==> config.mk <==
export PLATFORM = sky130hd
export DESIGN_NAME = i2c_target_regs
export DESIGN_NICKNAME = d
export VERILOG_FILES = /design/src/rtl/i2c_pkg.sv /design/src/rtl/i2c_tgt_linesync.sv /design/src/rtl/i2c_target_regs.sv
export SDC_FILE = /design/constraint.sdc
export NUM_CORES = 1
export LEC_CHECK = 0
export CORE_UTILIZATION = 50
export CTS_BUF_LIST = sky130_fd_sc_hd__clkbuf_4 sky130_fd_sc_hd__clkbuf_8 sky130_fd_sc_hd__clkbuf_16
export DETAILED_ROUTE_END_ITERATION = 16
export PLACE_DENSITY = 0.75
export SLEW_MARGIN = 20
export SYNTH_ARGS = -nofsm -noshare
export SYNTH_HDL_FRONTEND = slang
export SYNTH_SLANG_ARGS = --single-unit
==> constraint.sdc <==
create_clock -name clk -period 1.92 [get_ports clk]
set_input_delay 0.288 -clock clk [delete_from_list [all_inputs] [get_ports clk]]
set_output_delay 0.288 -clock clk [all_outputs]
set_load 0.1 [all_outputs]
==> src/rtl/i2c_pkg.sv <==
// Shared types and constants for the I2C register target.
package i2c_pkg;

  typedef enum logic [2:0] {
    ST_IDLE,
    ST_ADDR,
    ST_ADDR_ACK,
    ST_WR_BYTE,
    ST_WR_ACK,
    ST_RD_BYTE,
    ST_RD_ACK
  } state_e;

  localparam logic [1:0] PTR_TEMP    = 2'b00;
  localparam logic [1:0] PTR_CONFIG  = 2'b01;
  localparam logic [1:0] PTR_GENERAL = 2'b10;
  localparam logic [1:0] PTR_DEFAULT = 2'b11;

  localparam logic ACK  = 1'b0;
  localparam logic NACK = 1'b1;

  // 16-bit word presented to the master for a given pointer
  function automatic logic [15:0] rd_word(input logic [1:0]  ptr,
                                          input logic [15:0] temp,
                                          input logic [7:0]  cfg,
                                          input logic [7:0]  gen,
                                          input logic [15:0] dflt);
    case (ptr)
      PTR_TEMP:    return temp;
      PTR_CONFIG:  return {cfg, 8'h00};
      PTR_GENERAL: return {gen, 8'h00};
      PTR_DEFAULT: return dflt;
      default:     return dflt;
    endcase
  endfunction

  // Pointer advance: only the decoded bits wrap, the upper bits are kept
  function automatic logic [7:0] ptr_inc(input logic [7:0] p);
    return {p[7:2], p[1:0] + 2'd1};
  endfunction

endpackage

==> src/rtl/i2c_tgt_linesync.sv <==
// Synchronises SCL/SDA to clk and produces edge and START/STOP pulses.
module i2c_tgt_linesync #(
  parameter int unsigned SYNC_STAGES = 2
) (
  input  logic clk,
  input  logic rst,
  input  logic scl_i,
  input  logic sda_i,
  output logic sda_o,
  output logic scl_rise_o,
  output logic scl_fall_o,
  output logic start_o,
  output logic stop_o
);

  logic [SYNC_STAGES-1:0] scl_sync_q, sda_sync_q;
  logic                   scl_prev_q, sda_prev_q;
  logic                   scl_s, sda_s;

  // Synchroniser chains plus one history flop per line; idle bus is high
  always_ff @(posedge clk) begin
    if (rst) begin
      scl_sync_q <= '1;
      sda_sync_q <= '1;
      scl_prev_q <= 1'b1;
      sda_prev_q <= 1'b1;
    end else begin
      scl_sync_q <= {scl_sync_q[SYNC_STAGES-2:0], scl_i};
      sda_sync_q <= {sda_sync_q[SYNC_STAGES-2:0], sda_i};
      scl_prev_q <= scl_s;
      sda_prev_q <= sda_s;
    end
  end

  assign scl_s      = scl_sync_q[SYNC_STAGES-1];
  assign sda_s      = sda_sync_q[SYNC_STAGES-1];
  assign sda_o      = sda_s;
  assign scl_rise_o = scl_s & ~scl_prev_q;
  assign scl_fall_o = ~scl_s & scl_prev_q;
  assign start_o    = scl_s & scl_prev_q & sda_prev_q & ~sda_s;
  assign stop_o     = scl_s & scl_prev_q & ~sda_prev_q & sda_s;

endmodule

==> src/rtl/i2c_target_regs.sv <==
// I2C target with a four-entry pointer-selected register map.
// Optional feature macro: I2C_TGT_AUTOINC_EN (pointer auto-increment).
module i2c_target_regs
  import i2c_pkg::*;
#(
  parameter logic [6:0]  SLV_ADDR    = 7'h48,
  parameter logic [15:0] DEFAULT_VAL = 16'h9821,
  parameter int unsigned SYNC_STAGES = 2
) (
  input  logic        clk,
  input  logic        rst,
  input  logic        scl_i,
  input  logic        sda_i,
  output logic        sda_oe,
  input  logic [15:0] temp_data,
  output logic [7:0]  config_data,
  output logic [7:0]  general_data,
  output logic        wr_stb,
  output logic        busy
);

  logic sda_s, scl_rise, scl_fall, start, stop;

  i2c_tgt_linesync #(
    .SYNC_STAGES(SYNC_STAGES)
  ) u_linesync (
    .clk       (clk),
    .rst       (rst),
    .scl_i     (scl_i),
    .sda_i     (sda_i),
    .sda_o     (sda_s),
    .scl_rise_o(scl_rise),
    .scl_fall_o(scl_fall),
    .start_o   (start),
    .stop_o    (stop)
  );

  state_e      state_q;
  logic [2:0]  bitcnt_q;
  logic        byte_full_q;
  logic [7:0]  rx_q, tx_q, ptr_q, cfg_q, gen_q;
  logic [15:0] word_q;
  logic        half_q, idx_q, rw_q;
  logic        sda_oe_q, wr_stb_q, busy_q;

  logic [7:0]  rx_d, next_byte_d;
  logic [15:0] ld_word_d, reload_word_d;
`ifdef I2C_TGT_AUTOINC_EN
  logic [7:0]  ptr_nxt_d;
`endif

  // Next received byte, first read word and the word/byte that follows an ACKed read byte
  always_comb begin
    rx_d      = {rx_q[6:0], sda_s};
    ld_word_d = rd_word(ptr_q[1:0], temp_data, cfg_q, gen_q, DEFAULT_VAL);
`ifdef I2C_TGT_AUTOINC_EN
    ptr_nxt_d     = ptr_inc(ptr_q);
    reload_word_d = rd_word(ptr_nxt_d[1:0], temp_data, cfg_q, gen_q, DEFAULT_VAL);
`else
    reload_word_d = word_q;
`endif
    next_byte_d = half_q ? reload_word_d[15:8] : word_q[7:0];
  end

  // Protocol FSM and register file; SDA drive only updates on SCL falling edges
  always_ff @(posedge clk) begin
    if (rst) begin
      state_q     <= ST_IDLE;
      bitcnt_q    <= 3'd7;
      byte_full_q <= 1'b0;
      rx_q        <= '0;
      tx_q        <= '0;
      ptr_q       <= '0;
      cfg_q       <= '0;
      gen_q       <= '0;
      word_q      <= '0;
      half_q      <= 1'b0;
      idx_q       <= 1'b0;
      rw_q        <= 1'b0;
      sda_oe_q    <= 1'b0;
      wr_stb_q    <= 1'b0;
      busy_q      <= 1'b0;
    end else begin
      wr_stb_q <= 1'b0;
      if (start) begin
        state_q     <= ST_ADDR;
        bitcnt_q    <= 3'd7;
        byte_full_q <= 1'b0;
        busy_q      <= 1'b1;
        sda_oe_q    <= 1'b0;
      end else if (stop) begin
        state_q     <= ST_IDLE;
        byte_full_q <= 1'b0;
        busy_q      <= 1'b0;
        sda_oe_q    <= 1'b0;
      end else begin
        case (state_q)
          // Address and write data share the receive shifter; the byte is
          // acted on at the falling edge after its 8th bit so a STOP mid-byte
          // never reaches the registers
          ST_ADDR, ST_WR_BYTE: begin
            if (scl_rise) begin
              rx_q     <= rx_d;
              bitcnt_q <= bitcnt_q - 3'd1;
              if (bitcnt_q == 3'd0) byte_full_q <= 1'b1;
            end else if (scl_fall && byte_full_q) begin
              byte_full_q <= 1'b0;
              if (state_q == ST_ADDR) begin
                if (rx_q[7:1] == SLV_ADDR) begin
                  state_q  <= ST_ADDR_ACK;
                  rw_q     <= rx_q[0];
                  sda_oe_q <= 1'b1;
                end else begin
                  state_q <= ST_IDLE;
                end
              end else begin
                state_q  <= ST_WR_ACK;
                sda_oe_q <= 1'b1;
                idx_q    <= 1'b1;
                if (!idx_q) begin
                  ptr_q <= rx_q;
                end else begin
                  case (ptr_q[1:0])
                    PTR_CONFIG: begin
                      cfg_q    <= rx_q;
                      wr_stb_q <= 1'b1;
                    end
                    PTR_GENERAL: begin
                      gen_q    <= rx_q;
                      wr_stb_q <= 1'b1;
                    end
                    default: ;
                  endcase
`ifdef I2C_TGT_AUTOINC_EN
                  ptr_q <= ptr_nxt_d;
`endif
                end
              end
            end
          end
          ST_ADDR_ACK: begin
            if (scl_fall) begin
              bitcnt_q <= 3'd7;
              if (rw_q) begin
                state_q  <= ST_RD_BYTE;
                word_q   <= ld_word_d;
                half_q   <= 1'b0;
                tx_q     <= ld_word_d[15:8];
                sda_oe_q <= ~ld_word_d[15];
              end else begin
                state_q  <= ST_WR_BYTE;
                idx_q    <= 1'b0;
                sda_oe_q <= 1'b0;
              end
            end
          end
          ST_WR_ACK: begin
            if (scl_fall) begin
              state_q  <= ST_WR_BYTE;
              bitcnt_q <= 3'd7;
              sda_oe_q <= 1'b0;
            end
          end
          ST_RD_BYTE: begin
            if (scl_rise) begin
              bitcnt_q <= bitcnt_q - 3'd1;
              if (bitcnt_q == 3'd0) byte_full_q <= 1'b1;
            end else if (scl_fall) begin
              if (byte_full_q) begin
                byte_full_q <= 1'b0;
                state_q     <= ST_RD_ACK;
                sda_oe_q    <= 1'b0;
              end else begin
                tx_q     <= {tx_q[6:0], 1'b0};
                sda_oe_q <= ~tx_q[6];
              end
            end
          end
          ST_RD_ACK: begin
            if (scl_rise) begin
              if (sda_s == NACK) state_q <= ST_IDLE;
            end else if (scl_fall) begin
              state_q  <= ST_RD_BYTE;
              bitcnt_q <= 3'd7;
              half_q   <= ~half_q;
              tx_q     <= next_byte_d;
              sda_oe_q <= ~next_byte_d[7];
`ifdef I2C_TGT_AUTOINC_EN
              if (half_q) begin
                ptr_q  <= ptr_nxt_d;
                word_q <= reload_word_d;
              end
`endif
            end
          end
          default: ;
        endcase
      end
    end
  end

  assign sda_oe       = sda_oe_q;
  assign config_data  = cfg_q;
  assign general_data = gen_q;
  assign wr_stb       = wr_stb_q;
  assign busy         = busy_q;

endmodule

Word level (Yosys, flattened, before mapping):

Index checks and enable logic that the tools add are counted.

* register bits after elaboration: 68
* latch bits: 0
* bits in writable memories: 0
* memory bits (read-only): 0
* input bits: 20
* output and inout port bits: 19
* logic and storage cells: 175
* memories: 0

* add/sub/neg operators: 1
* multipliers: 0
* div/mod/pow operators: 0
* order comparisons: 0
* eq/ne operators: 38
* shifts and indexed selects: 0
* multiplexer cells: 62
* bitwise operators: 22
* reductions and logical operators: 32

Operators with widths (number)
* $pmux 16 s4: 1
* $mux 7: 7
* $mux 3: 15
* $reduce_and 10->1: 4
* $mux 1: 30
* $ne 4x4->1 const B: 7
* $ne 2x2->1 const B: 13
* $reduce_and 8->1: 3
* $pmux 7 s3: 1
* $reduce_and 7->1: 3
* $not 1->1: 15
* $pmux 3 s5: 1
* $ne 3x3->1 const B: 4
* $eq 3x3->1 const B: 3
* $pmux 3 s3: 1
* $mux 8: 1
* $reduce_and 4->1: 2
* $reduce_bool 2->1: 4
* $reduce_or 2->1: 4
* $reduce_or 8->1: 1
* $and 1x1->1: 7
* $eq 7x7->1 const B: 1
* $reduce_bool 7->1: 1
* $eq 3x2->1 const B: 2
* other kinds (19): 24

Depth between registers and ports, before layout:

Gate-level depths: netlist (run 1).

* depth after elaboration: 8
* gate-level depth with buffers: 9

Hierarchy:

From an unflattened synthesis (run 1), not the netlist that was laid out.

* cell total of the unflattened synthesis: 394
* area, all modules: 3345.7 um2

Modules (own cells, without submodules)
* i2c_target_regs: times used 1, cells an instance 378, area each 3155.5 um2, seq. area each 1241.2 um2
* i2c_tgt_linesync: times used 1, cells an instance 16, area each 190.2 um2, seq. area each 120.1 um2

Least setup slack after synthesis (run 1):

No wires, ideal clock.

* kind: reg2reg
* start point: register cfg_q[7], in the netlist config_data[7]
* end point: register sda_oe_q, in the netlist sda_oe
* data arrival time: 1829 ps
* path slack: -23 ps
* stages on the path, launching flop included: 6
* buffers on the path: 0
* clock period less this slack: 1943 ps
* cells stage by stage: dfxtp_1 a221oi_1 o21ai_0 o311ai_0 and3_1 o21a_1

* cells in the longest elaborated chain, start to end: 5

RTL lines
* start: declaration: line i2c_target_regs.sv:41 `logic [7:0] rx_q, tx_q, ptr_q, cfg_q, gen_q;`
* start signal: assignment: line i2c_target_regs.sv:125 `cfg_q <= rx_q;`
* $pmux 16 s4: line i2c_pkg.sv:28 `case (ptr)`
* $not 1->1: line i2c_target_regs.sv:149 `sda_oe_q <= ~ld_word_d[15];`
* $mux 1: line i2c_target_regs.sv:144 `if (rw_q) begin`
* $mux 1: line i2c_target_regs.sv:142 `if (scl_fall) begin`
* $pmux 1 s5: line i2c_target_regs.sv:97 `case (state_q)`
* end signal: assignment: line i2c_target_regs.sv:149
* end signal: assignment: line i2c_target_regs.sv:175 `sda_oe_q <= ~tx_q[6];`
* end signal: assignment: line i2c_target_regs.sv:187 `sda_oe_q <= ~next_byte_d[7];`
* end: declaration: line i2c_target_regs.sv:44 `logic sda_oe_q, wr_stb_q, busy_q;`

No other way between the ends. The select of a mux whose other input is x is not followed.
A chain may end at the register's enable or synchronous reset.

Final worst setup path (run 1):

* start point: register ptr_q[1]
* end point: register tx_q[2]

* cells in the longest elaborated chain, start to end: 5

RTL lines
* start: declaration: line i2c_target_regs.sv:41
* start signal: assignment: line i2c_target_regs.sv:121 `ptr_q <= rx_q;`
* $eq 2x2->1, or another cell as far along: line i2c_pkg.sv:28
* $pmux 16 s4 *: line i2c_pkg.sv:28
* $mux 7 *: line i2c_target_regs.sv:144
* $mux 7 *: line i2c_target_regs.sv:142
* $pmux 7 s3 *: line i2c_target_regs.sv:97
* end signal: assignment: line i2c_target_regs.sv:148 `tx_q <= ld_word_d[15:8];`
* end signal: assignment: line i2c_target_regs.sv:174 `tx_q <= {tx_q[6:0], 1'b0};`
* end signal: assignment: line i2c_target_regs.sv:186 `tx_q <= next_byte_d;`
* end: declaration: line i2c_target_regs.sv:41

Mark *: on every way between the ends. The rest lies on a longest branch, timed or not. The select of a mux whose other input is x is not followed.

==> impl_metrics.tcl, run 1 <==
set metrics [dict create \
    cts.path.max_buffers 2 \
    rows 29 \
    synth-edff-count 0 \
    effective_utilization_at_floorplan 0.5252 \
    grt_overflow 0 \
    rsz0062_at_grt "false" \
    placeableCoreArea_um2 6459 \
    routed_via_density 5.840 \
    drt_pass1_iterations 11 \
    p_clk_frac 0.458 \
    cts_sinks 68 \
    critPathArrivalTime_ns 2.09 \
    failing_checks "DRC" \
    dpl-instance-area_um2 3934 \
    track_usage 0.2487 \
    number_of_different_library_cells_in_the_post_synthesis_netlist 54 \
    crit_type "flop to flop" \
    netlist_instances 399 \
    grt_antenna_before_repair 0 \
    hpwl_um 5989 \
    fin_area_um2 4212 \
    part_of_the_total_power_dissipated_in_combinational_logic 0.058 \
    synth.cell_area_um2 3392 \
    power_dens_cells_nw_per_um2 699.3 \
    ios 39 \
    die-area_um2 7117 \
    finalWirelength_um 8560 \
    pwr-share-seq 0.484 \
    final.period_utilization 0.9675 \
    synth_sequential_area_ratio 0.4013 \
    routabilityCongestion 0.8182 \
    crit_path_end_kind "flop" \
    setup_viol_count_final 0 \
    critical_path.max_fanout 8 \
    route.antenna.remaining_nets 0 \
    slew_headroom 0.6595 \
    fin_nets 478 \
    worst-slew-pin-transition_ns 0.5037 \
    area_growth_syn_to_layout_pct 24.16 \
    dieWidth_um 84.37 \
    synth_seq_cells 68 \
    fin_worst_skew_ns 0.007759 \
    switching_power_uw 680.2 \
    worstSetupStartpointType "flop" \
    numPortBuffers 38 \
    drt_iter0_markers 277 \
    synthesis.area_per_instance_um2 8.501 \
    run_status "complete, but fails checks" \
    first_pass_grt_wire_length_um 14060 \
    int_pwr_mw 2.265 \
    synth_fp_nets 428 \
    timing.final.max_slew_violations 0 \
    worstPathRequired_ns 2.15 \
    h-tree-depth 3 \
    detail_route.drc_violations 2 \
    async_sr_flop_fraction 0 \
    final_hold_violation_count 0 \
    clock_tree.root_cell "clkbuf_8" \
    hold_class "input pin to flop" \
    whs_ns 0.3054 \
    numCtsBuffers 9 \
    vdd_drop_max_uv 587.3 \
    layout_min_cycle_time_ns 1.858 \
    grt_max_degree 52 \
    insertion_delay_ns 0.34 \
    wire_per_inst_um 16.12 \
    routed-via-count 3101 \
    yosys_warn_count 0 \
    cellLeakagePower_nw 1.806 \
    cts.clk_slew.worst_paths_ns 0.08 \
    drive_gt1_frac 0.1982 \
    synthFlopType "dfxtp_1" \
    highest_achievable_clock_rate_ghz 0.5384 \
    final_core_util 0.6521 \
    n_antenna_cell 0 \
    die_h_um 84.37 \
    max_cap_check_violation_count 0 \
    netSwitchingFraction 0.2310 \
    cts_tree "done" \
    grt_pass1_vias 2865 \
]
==> layout by cell type, fill, tap and decap left out, types with 6 or more instances in the layout <==
| cell | n |
|---|---|
| a211oi_1 | 8 |
| a21oi_1 | 28 |
| a221o_1 | 6 |
| buf_4 | 45 |
| clkbuf_8 | 10 |
| clkdlybuf4s50_1 | 18 |
| dfxtp_1 | 63 |
| ha_1 | 8 |
| inv_1 | 13 |
| mux2i_1 | 37 |
| nand2_1 | 25 |
| nand3_1 | 11 |
| nor2_1 | 61 |
| nor2b_1 | 7 |
| nor3_1 | 6 |
| o21ai_0 | 20 |
| or2_2 | 7 |
==> stage by stage <==
stage / setup slack [ns] / TNS [ns] / total power [mW] / instances
after detailed placement: -0.006039 / -0.006039 / 1.624 / 515
after global placement: 0.06736 / 0 / 1.622 / 515
final: 0.06247 / 0 / 2.945 / 531
after global routing: 0.001616 / 0 / 3.026 / 531
after CTS: -0.005046 / -0.005046 / 2.942 / 531
after floorplan: 0.02976 / 0 / 1.546 / 399
==> layout make-up <==
| class | instances | area [µm²] |
|---|---|---|
| multi-input cells | 289 | 1897 |
| inverters | 14 | 52.55 |
| repair buffers | 67 | 574.3 |
| well taps | 77 | 96.34 |
| clock inverters | 6 | 86.33 |
| flip-flops and latches | 68 | 1368 |
| fillers | 547 | 2247 |
| clock buffers | 10 | 137.6 |
==> worst max-delay path, cell delays in order (launching register included) <==
cell and delay, ns:
dfxtp_2 0.36, inv_1 0.07, ha_1 0.20, buf_4 0.18, a221o_1 0.36, o21ai_0 0.15
a21oi_1 0.08, a311oi_1 0.24, a211oi_1 0.11
==> flip-flops by register name, indices dropped and copies added (netlist names), 3 cells and up <==
register and count:
general_data 8, tx_q 7, reload_word_d 16, bitcnt_q 3
config_data 8, state_q 3, rx_q 8
==> synthesized netlist by cell type (6+ instances only) <==
library cell | number | area share
a211oi_1 | 8 | 0.018
a21oi_1 | 29 | 0.043
a221o_1 | 6 | 0.018
buf_2 | 10 | 0.015
clkbuf_1 | 16 | 0.018
dfxtp_1 | 68 | 0.40
ha_1 | 9 | 0.033
inv_1 | 14 | 0.015
mux2i_1 | 38 | 0.11
nand2_1 | 25 | 0.028
nand3_1 | 11 | 0.016
nor2_1 | 62 | 0.069
nor2b_1 | 7 | 0.013
nor3_1 | 6 | 0.0089
o21ai_0 | 21 | 0.031
or2_2 | 7 | 0.013
==> power by group through the flow <==
| stage | registers, mW | logic (mW) | clock network, mW |
|---|---|---|---|
| 6_report | 1.43 | 0.172 | 1.35 |
| 5_1_grt | 1.43 | 0.184 | 1.42 |
| 4_1_cts | 1.42 | 0.167 | 1.35 |
| 3_5_place_dp | 1.46 | 0.167 | 0 |
| 3_3_place_gp | 1.46 | 0.165 | 0 |
| 2_1_floorplan | 1.46 | 0.0841 | 0 |
==> worst paths after layout <==
check	startpoint	to	slack, ns	depth (start not counted)
worst max register to register	ptr_q[1]$_SDFFE_PP0P_	tx_q[2]$_SDFFE_PP0P_	0.06	8
worst min-delay path	rst	busy$_SDFFE_PP0P_	0.31	2
worst max-delay path	ptr_q[1]$_SDFFE_PP0P_	tx_q[2]$_SDFFE_PP0P_	0.06	8
worst min register to register	u_linesync.sda_sync_q[0]$_SDFF_PP1_	u_linesync.sda_sync_q[1]$_SDFF_PP1_	0.42	1
==> cells by family after synthesis <==
kind of cell / after synthesis / share of synthesized area
AND/OR/NAND/NOR: 142 / 0.2007
XOR/XNOR: 2 / 0.007379
buffers and inverters: 42 / 0.05275
multiplexers: 38 / 0.1121
AO/OA/AOI/OAI: 98 / 0.1926
flip-flops: 68 / 0.4013
adder cells (fa/ha/maj): 9 / 0.03320
==> metal layers <==
| layer | track usage | wire length [µm] | vias to the layer above | part of all wire |
|---|---|---|---|---|
| li1 | - | - | 1512 | - |
| met1 | 0.3458 | 4046 | 1483 | 0.47 |
| met2 | 0.3875 | 4031 | 94 | 0.47 |
| met3 | 0.04621 | 340 | 12 | 0.040 |
| met4 | 0.09091 | 142 | 0 | 0.017 |
| met5 | 0 | 0 | - | 0 |
==> what timing repair did <==
item,in CTS,in global routing
gates cloned,0,0
setup buffers,0,0
hold buffers,0,0
pin swaps,0,2
setup endpoints to repair,3,38
gates resized for setup,2,14
No activity file was read; power rests on OpenSTA's default activity.
==> run 2, diff against run 1 <==
- PLACE_DENSITY: 0.75 -> 0.72
- clock period: 1.92 -> 2.4 ns (I/O delays scaled with it)
==> run 2 against run 1 <==
Against the previous run:
- the flow now finishes without violations
- sequential share of layout area increased by 1.6 points
- critical path depth shrank 3
- via count is 4.9% lower
- total power shrank 24%
- utilization decreased by 3.3 points
- routed wire length shrank 5.8%
- first-iteration DRC count decreased by 8.7%
- combinational power decreased by 28%
- cell count fell by 2.8%
- register-to-register slack improved by 0.21 ns
==> impl_metrics.tcl, run 2 (synthesis results as in run 1) <==
set metrics [dict create \
    dieWidth_um 84.37 \
    wl_met1_um 3907 \
    area_growth_syn_to_layout_pct 17.82 \
    highest_delay_cell_along_the_critical_path "or4b_1" \
    routed_via_density 5.713 \
    postCtsHoldBufs 0 \
    final.period_utilization 0.8875 \
    dpl-instance-area_um2 3795 \
    hpwl_um 5612 \
    fin_nets 463 \
    finalSetupTns_ns 0 \
    track_usage 0.2336 \
    detail_route.drc_violations 0 \
    insertion_delay_ns 0.34 \
    numPortBuffers 38 \
    largest_register_ff_count 16 \
    most-common-layout-cells "dfxtp_1, nor2_1, mux2i_1, buf_4, a21oi_1" \
    setup_viol_count_final 0 \
    fin_worst_skew_ns 0.009187 \
    highest_achievable_clock_rate_ghz 0.4695 \
    post_cts.repair.setup_buffers 0 \
    cts_repair_resize_count 0 \
    drt_pass1_iterations 4 \
    grt_overflow 0 \
    max_cap_check_violation_count 0 \
    grt_max_degree 39 \
    finalWirelength_um 8063 \
    route.antenna.remaining_nets 0 \
    slew_headroom 0.5137 \
    routed-via-count 2948 \
    power_dens_cells_nw_per_um2 559.0 \
    drt_iter0_markers 253 \
    cts_tree "done" \
    dpl_worst_slack_ns 0.2858 \
    vdd_drop_max_uv 370.1 \
    cts.clk_slew.worst_paths_ns 0.07 \
    routabilityCongestion 0.8423 \
    drive_gt1_frac 0.1458 \
    first_pass_grt_wire_length_um 13120 \
    effective_utilization_at_floorplan 0.5252 \
    met3WireLength_um 256 \
    die_h_um 84.37 \
    grt_antenna_before_repair 0 \
    nFillCells 599 \
    final_cell_count_no_fill 516 \
    layout_min_cycle_time_ns 2.130 \
    critPathArrivalTime_ns 2.33 \
    rsz0062_at_grt "false" \
    placeableCoreArea_um2 6459 \
    place.detailed.instances 500 \
    timing.critical_path.cells "ha_1 -> inv_1 -> or4b_1 -> mux2i_1 -> nor2_1" \
    ios 39 \
    clock_tree.root_cell "clkbuf_8" \
    h-tree-depth 3 \
    post-layout-total-power_mw 2.234 \
    n_antenna_cell 0 \
    fin_area_um2 3996 \
    crit_path_end_kind "flop" \
    wl_met2_um 3786 \
    layout_commonest_cell "dfxtp_1" \
    cts.path.max_buffers 2 \
    numCtsBuffers 9 \
    crit_type "flop to flop" \
    run_status "finished, final reports clean" \
    critical_path.max_fanout 12 \
    wire_per_inst_um 15.63 \
    crit_path_max_incr_delay_ns 0.76 \
    die-area_um2 7117 \
    path_delay_family "simple AND/OR/NAND/NOR gates" \
    grt_pass1_vias 2684 \
    top_layer_used "met4" \
    worstPathRequired_ns 2.60 \
    cts_sinks 68 \
    final_hold_violation_count 0 \
    rows 29 \
    cellLeakagePower_nw 1.714 \
    cp.buffers_inverters 1 \
    worst-slew-pin-transition_ns 0.7267 \
    whs_ns 0.4142 \
    post-route-worst-setup-slack_ns 0.2701 \
    hold_class "flop to flop" \
    timing.final.max_slew_violations 0 \
    final_core_util 0.6188 \
    worstSetupStartpointType "flop" \
]
==> run 2: path summary, 6_finish.rpt <==
path | from | end | slack [ns] | cells past startpoint
hold reg to reg | u_linesync.sda_sync_q[0]$_SDFF_PP1_ | u_linesync.sda_sync_q[1]$_SDFF_PP1_ | 0.41 | 1
setup reg to reg | u_linesync.scl_sync_q[1]$_SDFF_PP1_ | rx_q[7]$_SDFFE_PP0P_ | 0.27 | 5
setup / recovery | u_linesync.scl_sync_q[1]$_SDFF_PP1_ | rx_q[7]$_SDFFE_PP0P_ | 0.27 | 5
hold / removal | u_linesync.sda_sync_q[0]$_SDFF_PP1_ | u_linesync.sda_sync_q[1]$_SDFF_PP1_ | 0.41 | 1
==> run 2: metal layers <==
| layer | vias up | track usage |
|---|---|---|
| li1 | 1485 | - |
| met1 | 1395 | 0.3126 |
| met2 | 59 | 0.3838 |
| met3 | 9 | 0.03835 |
| met4 | 0 | 0.08320 |
| met5 | - | 0 |
==> run 2: power by group <==
part,switching (mW),total (mW),internal [mW]
Sequential,0.0100,1.14,1.13
Clock,0.436,0.967,0.531
Combinational,0.0670,0.123,0.0563
==> run 2: layout make-up <==
class	count	area [µm²]	share of cell area
clock inverter	4	48.80	0.01221
sequential	68	1361	0.3406
inverter	14	52.55	0.01315
clock buffer	12	152.6	0.03820
multi-input combinational	289	1852	0.4634
tap	77	96.34	0.02411
timing repair buffer	52	432.9	0.1083
